[config.mk]
export PLATFORM = sky130hd
export DESIGN_NAME = mem_responder
export DESIGN_NICKNAME = d
export VERILOG_FILES = /design/src/rtl/mem_responder.sv
export SDC_FILE = /design/constraint.sdc
export NUM_CORES = 1
export LEC_CHECK = 0
export BUFFER_PORTS_ARGS = -buffer_cell sky130_fd_sc_hd__buf_4
export CORE_AREA = 5 5 150 152
export CTS_CLUSTER_SIZE = 30
export DETAILED_ROUTE_END_ITERATION = 10
export DIE_AREA = 0 0 155 157
export PLACE_DENSITY = 0.52
export SYNTH_ARGS = -nofsm -noshare
export SYNTH_HDL_FRONTEND = slang
export SYNTH_SLANG_ARGS = --single-unit
[constraint.sdc]
create_clock -name clk -period 15.2 [get_ports clk]
set_input_delay 4.56 -clock clk [delete_from_list [all_inputs] [get_ports clk]]
set_output_delay 4.56 -clock clk [all_outputs]
set_load 0.02 [all_outputs]
[src/rtl/mem_responder.sv]
// Byte-serial memory responder: services 1/4/8-byte CPU reads and writes as
// little-endian single-byte accesses to a byte-wide synchronous RAM.
module mem_responder #(
  parameter int AW = 16,
  parameter int DW = 64
) (
  input  logic          clk,
  input  logic          rst,
  input  logic          req,
  input  logic          we,
  input  logic [1:0]    size,
  input  logic [AW-1:0] addr,
  input  logic [DW-1:0] wdata,
  output logic [DW-1:0] rdata,
  output logic          ack,
  output logic          busy,
  output logic [AW-1:0] ram_addr,
  output logic          ram_we,
  output logic [7:0]    ram_d,
  input  logic [7:0]    ram_q
);

  typedef enum logic [2:0] {IDLE, WRITE, READ, DRAIN, ACK} state_t;

  state_t        state;
  state_t        state_next;
  logic [1:0]    size_r;
  logic [AW-1:0] base;
  logic [DW-1:0] wdata_r;
  logic [2:0]    cnt;
  logic [2:0]    last_k;
  logic [2:0]    rd_idx;
  logic          last;
  logic [AW-1:0] cur_addr;

  always_comb begin
    last_k = 3'd7;
    case (size_r)
      2'b01:   last_k = 3'd0;
      2'b10:   last_k = 3'd3;
      default: last_k = 3'd7;
    endcase
  end

  assign last     = (cnt == last_k);
  assign rd_idx   = cnt - 3'd1;
  assign cur_addr = base + AW'(cnt);

  always_ff @(posedge clk or posedge rst) begin
    if (rst) state <= IDLE;
    else     state <= state_next;
  end

  always_comb begin
    state_next = state;
    case (state)
      IDLE: begin
        if (req) begin
          if (size == 2'b00) state_next = ACK;
          else if (we)       state_next = WRITE;
          else               state_next = READ;
        end
      end
      WRITE:   if (last) state_next = ACK;
      READ:    if (last) state_next = DRAIN;
      DRAIN:   state_next = ACK;
      ACK:     state_next = IDLE;
      default: state_next = IDLE;
    endcase
  end

  // RAM-side outputs depend only on registered state, never on the request pins
  always_comb begin
    ack      = (state == ACK);
    busy     = (state != IDLE);
    ram_we   = (state == WRITE);
    ram_addr = '0;
    ram_d    = 8'h00;
    if (state == WRITE || state == READ) ram_addr = cur_addr;
    if (state == WRITE) ram_d = wdata_r[{cnt, 3'b000} +: 8];
  end

  // ram_q lags the address by one cycle, so byte k lands while presenting k+1
  always_ff @(posedge clk or posedge rst) begin
    if (rst) begin
      size_r  <= 2'b00;
      base    <= '0;
      wdata_r <= '0;
      cnt     <= 3'd0;
      rdata   <= '0;
    end else begin
      case (state)
        IDLE: begin
          if (req) begin
            size_r  <= size;
            base    <= addr;
            wdata_r <= wdata;
            cnt     <= 3'd0;
            if (!we && size != 2'b00) rdata <= '0;
          end
        end
        WRITE: cnt <= cnt + 3'd1;
        READ: begin
          if (cnt != 3'd0) rdata[{rd_idx, 3'b000} +: 8] <= ram_q;
          cnt <= cnt + 3'd1;
        end
        DRAIN: rdata[{last_k, 3'b000} +: 8] <= ram_q;
        default: ;
      endcase
    end
  end

endmodule

; Word-level counts from Yosys, hierarchy flattened
; Index checks and enable logic that the tools add are counted.
[totals]
inputBits = 94
ff_bits = 152
output_inout_bits = 91
elab_cells = 60
[classes]
mux = 17
shift = 5
n_eq_ne = 12
n_addsub = 5
reduce_logical = 15
[op_table]
columns = cell, n
row1 = $mux W64, 3
row2 = $pmux W64 S3, 1
row3 = $bwmux W64, 2
row4 = $shift A8 B8 Y64 const A, 2
row5 = $shiftx A8 B8 Y64, 2
row6 = $shiftx A64 B7 Y8, 1
row7 = $add A16 B3 Y16, 1
row8 = $mux W16, 1
row9 = $neg A6 Y8, 2
row10 = $mux W3, 5
row11 = $pmux W3 S2, 2
row12 = $pmux W3 S4, 1
row13 = $reduce_bool A3 Y1, 3
row14 = $mux W8, 1
row15 = $eq A3 B2 Y1 const B, 2
row16 = $ne A2 B2 Y1 const B, 3
row17 = $ne A2 B1 Y1 const B, 2
row18 = $reduce_and A2 Y1, 2
row19 = $reduce_and A4 Y1, 1
row20 = $reduce_bool A2 Y1, 2
row21 = $add A3 B1 Y3 const B, 1
row22 = $eq A3 B1 Y1 const B, 1
row23 = $eq A3 B3 Y1, 1
row24 = $eq A3 B3 Y1 const B, 1
row25 = other kinds (11), 11

; Longest topological paths before layout
[logic_depth]
ltp_word = 6
depth_mapped = 12

; Least setup slack after synthesis
; Ideal clock, no wire load.
[synth_timing]
kind = register to output
start = register cnt[1]
end = output ram_addr[15]
n_path_buf = 1
path_slack_ns = 8.682
t_arrival_ns = 1.958
stages_incl_launch_ff = 7
path_cell_list = dfrtp_1 ha_1 a211oi_1 or2_1 clkbuf_1 or4_1 a21oi_1
[synth_between]
elab_chain_len = 2
[synth_rtl]
columns = element, line_no
row1 = from (decl), 30  ; logic [2:0] cnt;
row2 = from (signal assigned), 102  ; WRITE: cnt <= cnt + 3'd1;
row3 = from (signal assigned), 105  ; cnt <= cnt + 3'd1;
row4 = $add A16 B3 Y16, 47  ; assign cur_addr = base + AW'(cnt);
row5 = $mux W16, 79  ; if (state == WRITE || state == READ) ram_addr = cur_addr;
row6 = to (decl), 17  ; output logic [AW-1:0] ram_addr,
; Every way passes these cells.

; Worst setup path after layout
[layout_timing]
start = register cnt[0]
end = output ram_addr[14]
; The elaborated chain is that of the path after synthesis.

==> flow_results.org <==
** Clock network
- TritonCTS built the clock tree.
- Clock root buffer master :: clkbuf_16
- Hold bufs inserted after CTS :: 0
- Number of buffers created by CTS :: 17
- Clock network latency to the later pin of the worst-skew pair :: between 0.4 and 0.5 ns
- The H-tree generated during clock tree synthesis spans 4 levels.
- The clock passes through at most 2 buffers.
- Post-CTS Setup Bufs :: 0
- For this design, the sink count on the clock tree is ~150.
- Clock transition at the register clock pins on the worst setup and hold paths after CTS :: 0.07 ns
- Post-CTS resize count :: 0

** STA
- Setup violations remaining at the end of the flow were counted as 0.
- Tmin final :: 7.49 ns
- Tcrit/Tclk final :: 0.493
- Total Negative Setup Slacks :: 0 ns
- Setup clock skew after layout :: about 0.011 ns
- The number of max-slew violations in the final report came to 0.
- Headroom to the max-slew limit :: 0.248
- Final Hold Vio Count :: 0
- For the pin with the worst max-slew slack, the measured transition is approximately 1.1 ns.
- Unrepaired setup endpoints after global routing :: false
- Setup slack of the critical path after layout :: slightly below 8 ns
- Maximum operating frequency :: between 100 and 150 MHz
- Hold timing on the final database bottoms out at a slack of 0.503 ns.

** Placement
- After detailed placement, the design holds a cell count of 988.
- Setup Slack @ Placement :: 8.08 ns
- DP HPWL :: 14,000 um
- Once placement finished, the instance area stood at 8770 um^2.
- Port buffering added 184 buffers.
- RD Place Congestion :: 0.817

** Yosys
- The synthesized design contains 0 enable-type register cells.
- Yosys printed 0 warnings.
- Most used flip-flop cell after synthesis :: dfrtp_1
- Number of distinct library cell variants in the gate-level netlist after synthesis :: 63
- Synthesis produced a netlist with a net count of approximately 670.
- The share of the Yosys chip area taken by registers is 0.526.
- Synthesis handed over a netlist of 567 instances.
- In this run, synthesis produced a sequential element count of between 150 and 200.
- The average instance in the mapped netlist occupies 12.8 um^2.
- Ys async rst share :: 1.00
- The synthesized netlist occupies a cell area of roughly 7200 um^2.

** Power
- Power per unit of standard cell area :: around 200 nW/um^2
- The completed layout was analyzed and its total power is 1.91 mW.
- LEAKAGE :: 4.23 nW
- IR Drop Worst-Case VDD :: 0.0918 mV

** Setup path
- The worst register-to-register path ends at rdata[3]$_DFFE_PP0P_.
- The worst setup path is captured at an output pin.
- Across all register-to-register paths, the minimum setup slack is 11.50 ns.
- Crit path DAT :: between 2 and 3 ns
- Of all nets on the critical path, the largest fanout is 31.
- Critical path class :: reg2out
- The worst setup path is launched from a flop.
- Measured in cells, the most critical reg-to-reg path has a length of 9.
- Critical Path RT :: about 11 ns
- The worst register-to-register path begins at cnt[0]$_DFFE_PP0P_.

** Layout
- At the end of the flow the core is filled with cells to 0.446.
- Most common library cell in the layout ignoring fill and taps :: buf_4
- Leaving out filler cells and counting taps, the final layout contains 1,020.
- Layout cell share with drive strength beyond 1 :: 0.448
- Final layout net count :: 839
- The library cells used most frequently in the layout, excluding fill and tap cells, are 186 x buf_4, 151 x dfrtp_1, 80 x mux2_2.
- The number of antenna diodes in the final layout is 0.
- With fillers left out, the area of the finished cells amounts to 9330 um^2.
- From synthesis to final layout, the design area changed by 29.0%.

** Worst hold path
- Hold path startpoint :: wdata_r[60]$_DFFE_PP0P_
- Type of the most critical hold path :: reg2reg
- Along the worst hold path, the cell count comes to 1.
- For hold timing, the worst endpoint is wdata_r[60]$_DFFE_PP0P_.

** Drt
- Wire length per cell :: 18.9 um
- Final ANT Viol Nets :: 0
- Total via count after detailed routing :: 5,189
- Dividing the detail-routed via count by the number of cells gives 5.09.
- The pre-antenna-repair detailed-routing pass consisted of 4 iterations.
- Wire segments on met2 add up to 8700 um in the final route.
- Total routed wirelength :: 19,300 um
- Top Layer Used :: met4
- After detailed routing, the wire length on met1 is 8690 um.
- After detailed routing, the number of remaining DRC violations is 0.
- DR WL met3 :: 1590 um
- In this run, the number of DRC markers left after iteration 0 of detailed routing was 239.

** Floorplanning
- Count of standard-cell rows :: 53
- In this run the vertical extent of the chip is around 160 um.
- For this design the top-level I/O count stands at 185.
- Starting density of the core :: 0.346
- The die covers 24,300 um^2.
- Chip Width :: approximately 160 um
- Core Footprint :: roughly 21,000 um^2

** Run status
- The flow ran to the end, and the final reports show no timing, DRC or antenna violations.

** Global route
- Grt total ovfl :: 0
- Number of global-route vias before repair :: between 5,000 and 6,000
- Across every metal layer, demand over resource in global routing totals 0.160.
- Largest net degree at the start of global routing :: 88
- First-pass GRT wire length :: 30,400 um
- The number of antenna violations at the first check in global routing was 0.

** Flow run
- Max_cap viols :: 0
cell usage after synthesis, types with 2 or more instances:
cell,count,area [um^2]
buf_2,24,120
nand4_1,4,25.0
o21ai_1,5,25.0
nor3_2,2,20.0
mux2_2,80,901
mux4_2,16,360
inv_1,11,41.3
nand3b_1,2,15.0
a21oi_1,10,50.1
nor2_1,27,101
nor3_1,7,35.0
dfrtp_1,152,3800
o2bb2ai_1,8,70.1
a211oi_1,6,45.0
ha_1,12,150
nor4b_1,3,26.3
mux2i_1,10,100
and4_1,2,17.5
nand2b_1,3,18.8
nand3_1,8,40.0
o21ai_0,17,85.1
or3_1,4,25.0
and2_1,4,25.0
nand2_1,33,124
xor2_1,5,43.8
clkbuf_1,8,30.0
nor2b_1,3,18.8
a21o_1,2,15.0
xnor2_1,6,52.6
o21ai_2,2,17.5
buf_4,6,45.0
nor3b_1,5,37.5
nor3_4,2,32.5
a22o_1,49,429
registers in the layout, indices dropped and copies added (netlist names):
| signal | cells |
|---|---|
| rdata | 64 |
| cnt | 3 |
| wdata_r | 64 |
| size_r | 2 |
| base | 16 |
| state | 3 |
report_power, final:
part           leakage, nW  switching (mW)  total (mW)  internal, mW
Clock                0.274           0.184       0.400         0.215
Sequential            1.93           0.138       0.691         0.553
Combinational         2.03           0.412       0.819         0.406
critical path: stages, from the launching register on:
cell,delay (ns)
dfrtp_2,0.93
ha_1,0.35
fa_1,0.23
a21o_1,0.19
nand2_1,0.13
or3_1,0.37
a21oi_1,0.15
buf_4,0.16
layout make-up:
class	instances	area, um^2
fill	1948	11600
sequential	152	3800
multi-input combinational	363	3170
timing repair buffer	186	1400
clock buffer	17	425
tap	275	344
clock inverter	15	131
inverter	12	50.0
per-layer routing:
| layer | track usage | up-vias |
|---|---|---|
| li1 | - | 2415 |
| met4 | 0.0496 | 0 |
| met5 | 0 | - |
| met2 | 0.245 | 174 |
| met3 | 0.0531 | 19 |
| met1 | 0.215 | 2581 |
kinds of logic (layout without fill, tap and decap cells):
logic type,count (synthesis),after routing,synth area share
mux,106,106,0.188
simple gates,124,124,0.0987
xor+xnor,12,12,0.0156
buf+inv,52,230,0.0353
flops,152,152,0.526
compound gates,108,108,0.112
fa+ha+maj,13,13,0.0235
worst max-delay path by stage:
| stage | start | to | slack (ns) | cells after the start |
|---|---|---|---|---|
| after global routing | cnt[0]$_DFFE_PP0P_ | ram_addr[14] | 7.42 | 7 |
| after floorplan | rst | base[0]$_DFFE_PP0P_ | 6.55 | 1 |
| after global placement | cnt[0]$_DFFE_PP0P_ | ram_addr[14] | 8.13 | 7 |
| after detailed placement | cnt[0]$_DFFE_PP0P_ | ram_addr[14] | 8.08 | 7 |
| after CTS | cnt[0]$_DFFE_PP0P_ | ram_addr[14] | 7.61 | 7 |
| final | cnt[0]$_DFFE_PP0P_ | ram_addr[14] | 7.71 | 7 |
(Power assumes the default switching activity.)
